`src/rtl/coreid_multi.sv`:
```
// coreid_multi: selectable NUL-terminated ID strings on the ZX-UNO bus.
// One register picks the string, the other streams it a byte per read.
module coreid_multi #(
  parameter int NSTR = 4,
  parameter int MAXLEN = 32,
  parameter logic [NSTR*MAXLEN*8-1:0] STR_INIT = '0,
  parameter logic [7:0] ADDR_TEXT = 8'hFF,
  parameter logic [7:0] ADDR_SEL = 8'hFE
) (
  input  logic       clk,
  input  logic       rst_n,
  input  logic [7:0] zxuno_addr,
  input  logic       zxuno_regrd,
  input  logic       zxuno_regwr,
  input  logic [7:0] din,
  input  logic       regaddr_changed,
  output logic [7:0] dout,
  output logic       oe_n
);

  localparam int SELW = (NSTR > 1) ? $clog2(NSTR) : 1;
  localparam int IDXW = $clog2(MAXLEN);
  localparam int ROMN = 1 << (SELW + IDXW);
  localparam logic [IDXW-1:0] LAST = IDXW'(MAXLEN - 1);

  logic [7:0] rom [ROMN];

  // Unused select codes read as empty strings
  for (genvar g = 0; g < ROMN; g++) begin : g_rom
    if (g < NSTR * MAXLEN) begin : g_b
      assign rom[g] = STR_INIT[g*8 +: 8];
    end else begin : g_z
      assign rom[g] = 8'h00;
    end
  end

  logic [SELW-1:0] sel_q, sel_d;
  logic [IDXW-1:0] idx_q, idx_d;
  logic            reading_q, reading_d;
  logic            wr_d_q;

  logic       text_rd;
  logic       sel_rd;
  logic [7:0] cur_byte;
  logic       at_end;
  logic       wr_rise;
  logic       sel_ok;
  logic       unused_din;

  assign text_rd  = zxuno_regrd && (zxuno_addr == ADDR_TEXT);
  assign sel_rd   = zxuno_regrd && (zxuno_addr == ADDR_SEL);
  assign cur_byte = rom[{sel_q, idx_q}];
  assign at_end   = (cur_byte == 8'h00) || (idx_q == LAST);
  assign wr_rise  = zxuno_regwr && !wr_d_q;
  assign sel_ok   = {1'b0, din[3:0]} < 5'(NSTR);
  assign unused_din = ^din[7:4];

  // Bus read mux; silent while reset is held
  always_comb begin
    dout = 8'h00;
    oe_n = 1'b1;
    if (rst_n && text_rd) begin
      dout = cur_byte;
      oe_n = 1'b0;
    end else if (rst_n && sel_rd) begin
      dout = {at_end, 3'b000, 4'(sel_q)};
      oe_n = 1'b0;
    end
  end

  // Next state: select write > restart > advance > start read
  always_comb begin
    sel_d     = sel_q;
    idx_d     = idx_q;
    reading_d = reading_q;
    if (wr_rise && zxuno_addr == ADDR_SEL) begin
      if (sel_ok) sel_d = din[SELW-1:0];
      idx_d     = '0;
      reading_d = 1'b0;
    end else if (regaddr_changed &&
                 zxuno_addr == ADDR_TEXT) begin
      idx_d     = '0;
      reading_d = 1'b0;
    end else if (reading_q && !text_rd) begin
      idx_d     = at_end ? '0 : idx_q + 1'b1;
      reading_d = 1'b0;
    end else if (text_rd) begin
      reading_d = 1'b1;
    end
  end

  // State registers
  always_ff @(posedge clk or negedge rst_n) begin
    if (!rst_n) begin
      sel_q     <= '0;
      idx_q     <= '0;
      reading_q <= 1'b0;
      wr_d_q    <= 1'b0;
    end else begin
      sel_q     <= sel_d;
      idx_q     <= idx_d;
      reading_q <= reading_d;
      wr_d_q    <= zxuno_regwr;
    end
  end

endmodule

```
`config.mk`:
```
export PLATFORM = sky130hd
export DESIGN_NAME = coreid_multi
export DESIGN_NICKNAME = d
export VERILOG_FILES = /design/src/rtl/coreid_multi.sv
export SDC_FILE = /design/constraint.sdc
export NUM_CORES = 1
export LEC_CHECK = 0
export ABC_CLOCK_PERIOD_IN_PS = 2100
export CORE_AREA = 2 2 39 41
export CTS_BUF_LIST = sky130_fd_sc_hd__clkbuf_4 sky130_fd_sc_hd__clkbuf_8
export DETAILED_ROUTE_END_ITERATION = 6
export DIE_AREA = 0 0 41 43
export PLACE_DENSITY = 0.57
export SLEW_MARGIN = 20
export SYNTH_ARGS = -nofsm -noshare
export SYNTH_HDL_FRONTEND = slang
export SYNTH_SLANG_ARGS = --single-unit
```
`constraint.sdc`:
```
create_clock -name clk -period 2.1 [get_ports clk]
set_input_delay 0.315 -clock clk [delete_from_list [all_inputs] [get_ports clk]]
set_output_delay 0.315 -clock clk [all_outputs]
set_load 0.03 [all_outputs]
```
==> out/summary.txt, run 1 <==
RUN STATUS
----------------------------------------------------------------------------------------------------
Result of the run                                                                       complete, no violations

STA
----------------------------------------------------------------------------------------------------
Final number of hold-violating endpoints                                                           0
Portion of the clock cycle consumed by the worst path in the final layout                      0.923
Clock Skew                                                                                0.00423 ns
Fin Setup TNS                                                                                   0 ns
Total setup violations reported at the end of the flow                                             0
Count of final max-slew check failures                                                             0
Worst setup slack after layout                                                              0.162 ns
Highest Clock Rate                                                                           516 MHz
Minimum clock period after layout                                                            1.94 ns
Setup repair after global routing missed its margin                                               no

CRITICAL PATH
----------------------------------------------------------------------------------------------------
Critical register-to-register path endpoint                                                 sel_q[0]
CP Max Fanout                                                                                      3
Required time at the endpoint of the critical path                                           1.78 ns
Reg-to-reg slack, setup                                                                      0.41 ns
Element type at the critical path end                                                    output port
Signal arrival time at the worst endpoint                                                    1.62 ns
Reg-to-reg startpoint                                                                         wr_d_q
Worst R2R Path Depth                                                                               3
Worst Setup Start Kind                                                                     input pin
Critical path capture point                                                                  dout[0]
Critical path launch point                                                              zxuno_addr[3]
Critical path class                                                                           in2out

GLOBAL ROUTING
----------------------------------------------------------------------------------------------------
Vias in the first global route                                                                   233
Initial antenna violation count                                                                    0
First-pass GRT wire length                                                                    869 um
Maximum number of pins on one net before global-route repair                                       4
Total GRT Usage                                                                               0.0805
Global route overflow                                                                              0

YOSYS
----------------------------------------------------------------------------------------------------
Yosys synthesis warning count                                                                      0
Syn Std Cell Area                                                                            216 um2
Avg Synthesized Cell Area                                                                   9.84 um2
Number of flip-flops and latches in the synthesized netlist                                        3
Number of distinct library cell variants in the gate-level netlist after synthesis                14
Sequential cell area fraction in the yosys report                                              0.347
Number of instances in the synthesized netlist                                                    22

CLOCKING
----------------------------------------------------------------------------------------------------
Number of clock sinks seen by CTS                                                                  3
Clock-pin slew reported for the worst setup and hold paths after clock tree synthesis        0.04 ns
CTS Buf Count                                                                                      3
Clock latency reported for the late side of the worst-skew pair                              0.24 ns
Clock tree from TritonCTS                                                                       done
Maximum number of buffers from clock root to sink                                                  2
Clock tree root buffer cell                                                                 clkbuf_4
H-tree levels                                                                                      1

ROUTING
----------------------------------------------------------------------------------------------------
Count of nets left with antenna violations after detail routing                                    0
DR top layer                                                                                    met4
Average wire per cell in the routed design                                                   8.30 um
Met2 Wirelength                                                                               249 um
Detailed-routed wire length on met3                                                            69 um
Number of vias per cell                                                                         3.51
Final wirelength                                                                              523 um
First drt pass iteration count                                                                     2
Total via count after detailed routing                                                           221
Violation count after the first detailed-routing iteration                                         1
Routed length on met1                                                                         196 um
Final routed DRC violation total                                                                   0

FLOORPLAN
----------------------------------------------------------------------------------------------------
Die area                                                                                    1760 um2
CORE AREA                                                                                   1380 um2
Site row count                                                                                    14
Count of boundary I/O pins                                                                        30
Horiz. Die Dim                                                                                 41 um
Starting Density                                                                               0.156
Die Span Y                                                                                     43 um

JOB
----------------------------------------------------------------------------------------------------
Max-cap violations                                                                                 0

LAYOUT
----------------------------------------------------------------------------------------------------
Layout net count                                                                                  69
Final design instance area without fill                                                      467 um2
Number of antenna diodes                                                                           0
Share of final-layout standard cells stronger than drive strength 1                            0.298
Layout Area Growth over Synthesis                                                               116%
Layout Cells excl Fill                                                                            63
Most frequent standard cell in the layout excluding fill and tap cells                  clkdlybuf4s50_1
Commonest cells after routing, fill and taps aside                                      15 x clkdlybuf4s50_1, 6 x buf_4, 5 x conb_1
Fill cell count                                                                                  156

POWER
----------------------------------------------------------------------------------------------------
Power per unit of standard cell area                                                      490 nW/um2
Worst supply voltage drop on vdd                                                            0.429 mV
Static Leakage                                                                              0.211 nW

WORST HOLD PATH
----------------------------------------------------------------------------------------------------
Worst hold path type                                                                        in2async

PLACE
----------------------------------------------------------------------------------------------------
Weighted congestion reported at the end of routability-driven placement                        0.546
PortBufs                                                                                          19
Placed cell count                                                                                 59
Detailed placement HPWL                                                                       457 um
Placed standard-cell area                                                                    425 um2
Pre-CTS WS                                                                                -0.0203 ns

[worst min-delay path by stage]
stage	slack, ns	from	to	cells past startpoint
final	0.36	rst_n	sel_q[1]	2
after global routing	0.37	rst_n	wr_d_q	2
after CTS	0.35	rst_n	sel_q[1]	2
after detailed placement	0.49	sel_q[0]	sel_q[0]	1
after global placement	0.49	sel_q[0]	sel_q[0]	1
after floorplan	0.02	rst_n	sel_q[0]	0
[cells in the mapped netlist]
| cell | n | area, um2 |
|---|---|---|
| and2_1 | 2 | 12.5 |
| nand4_1 | 1 | 6.26 |
| nor3_1 | 1 | 5.00 |
| or4_4 | 1 | 11.3 |
| conb_1 | 1 | 3.75 |
| nand2b_1 | 1 | 6.26 |
| inv_1 | 1 | 3.75 |
| nor4_1 | 1 | 6.26 |
| or4b_1 | 1 | 10.0 |
| nand2_1 | 1 | 3.75 |
| buf_4 | 5 | 37.5 |
| mux2_4 | 2 | 30.0 |
| nand3_1 | 1 | 5.00 |
| dfrtp_1 | 3 | 75.1 |
[per-stage QoR]
stage	hold WS, ns	util	power (W)
5_1_grt	0.372	0.337	0.000247
6_report	0.357	0.337	0.000229
4_1_cts	0.354	0.329	0.000233
2_1_floorplan	0.0194	-	0.0000836
3_3_place_gp	0.491	0.307	0.000109
3_5_place_dp	0.491	0.307	0.000110
[metal layers]
| metal | up-vias | track usage |
|---|---|---|
| li1 | 116 | - |
| met1 | 89 | 0.0777 |
| met2 | 14 | 0.109 |
| met3 | 2 | 0.0628 |
| met4 | 0 | 0.0600 |
| met5 | - | 0 |
[power by group]
part	internal [W]	switching, W
Sequential	0.0000594	0.000000351
Clock	0.0000844	0.0000345
Combinational	0.0000290	0.0000210
[area by class of cell]
| cell class | count | area (um2) | area share |
|---|---|---|---|
| Clock buffer | 4 | 30.0 | 0.0643 |
| Timing Repair Buffer | 22 | 208 | 0.445 |
| Multi-Input combinational cell | 17 | 130 | 0.279 |
| Tap cell | 16 | 20.0 | 0.0429 |
| Inverter | 1 | 3.75 | 0.00804 |
| Sequential cell | 3 | 75.1 | 0.161 |
[critical path, stage by stage]
cell	delay (ns)
clkdlybuf4s50_1	0.45
nand4_1	0.12
buf_4	0.17
nor4_4	0.26
and2_1	0.16
buf_4	0.15
[state kept, by name, summed over array words and instances (netlist names)]
signal,count
sel_q,2
wr_d_q,1
[what timing repair did]
item	CTS	global route
endpoints found under the hold margin	0	0
setup buffers	0	0
resized for setup	0	2
setup endpoints to repair	0	2
hold buffers	0	0
[kinds of logic after synthesis]
group | share of synthesized area
other | 0.0173
multiplexers | 0.139
flip-flops | 0.347
AND/OR/NAND/NOR | 0.306
buffers and inverters | 0.191
No activity file was read; power rests on OpenSTA's default activity.
==> inputs of run 2 (changes only) <==
Settings changed: ABC_AREA set to 0.
==> results of run 2 <==
No change in the layout: final DEF, timing and power equal those of run 1.
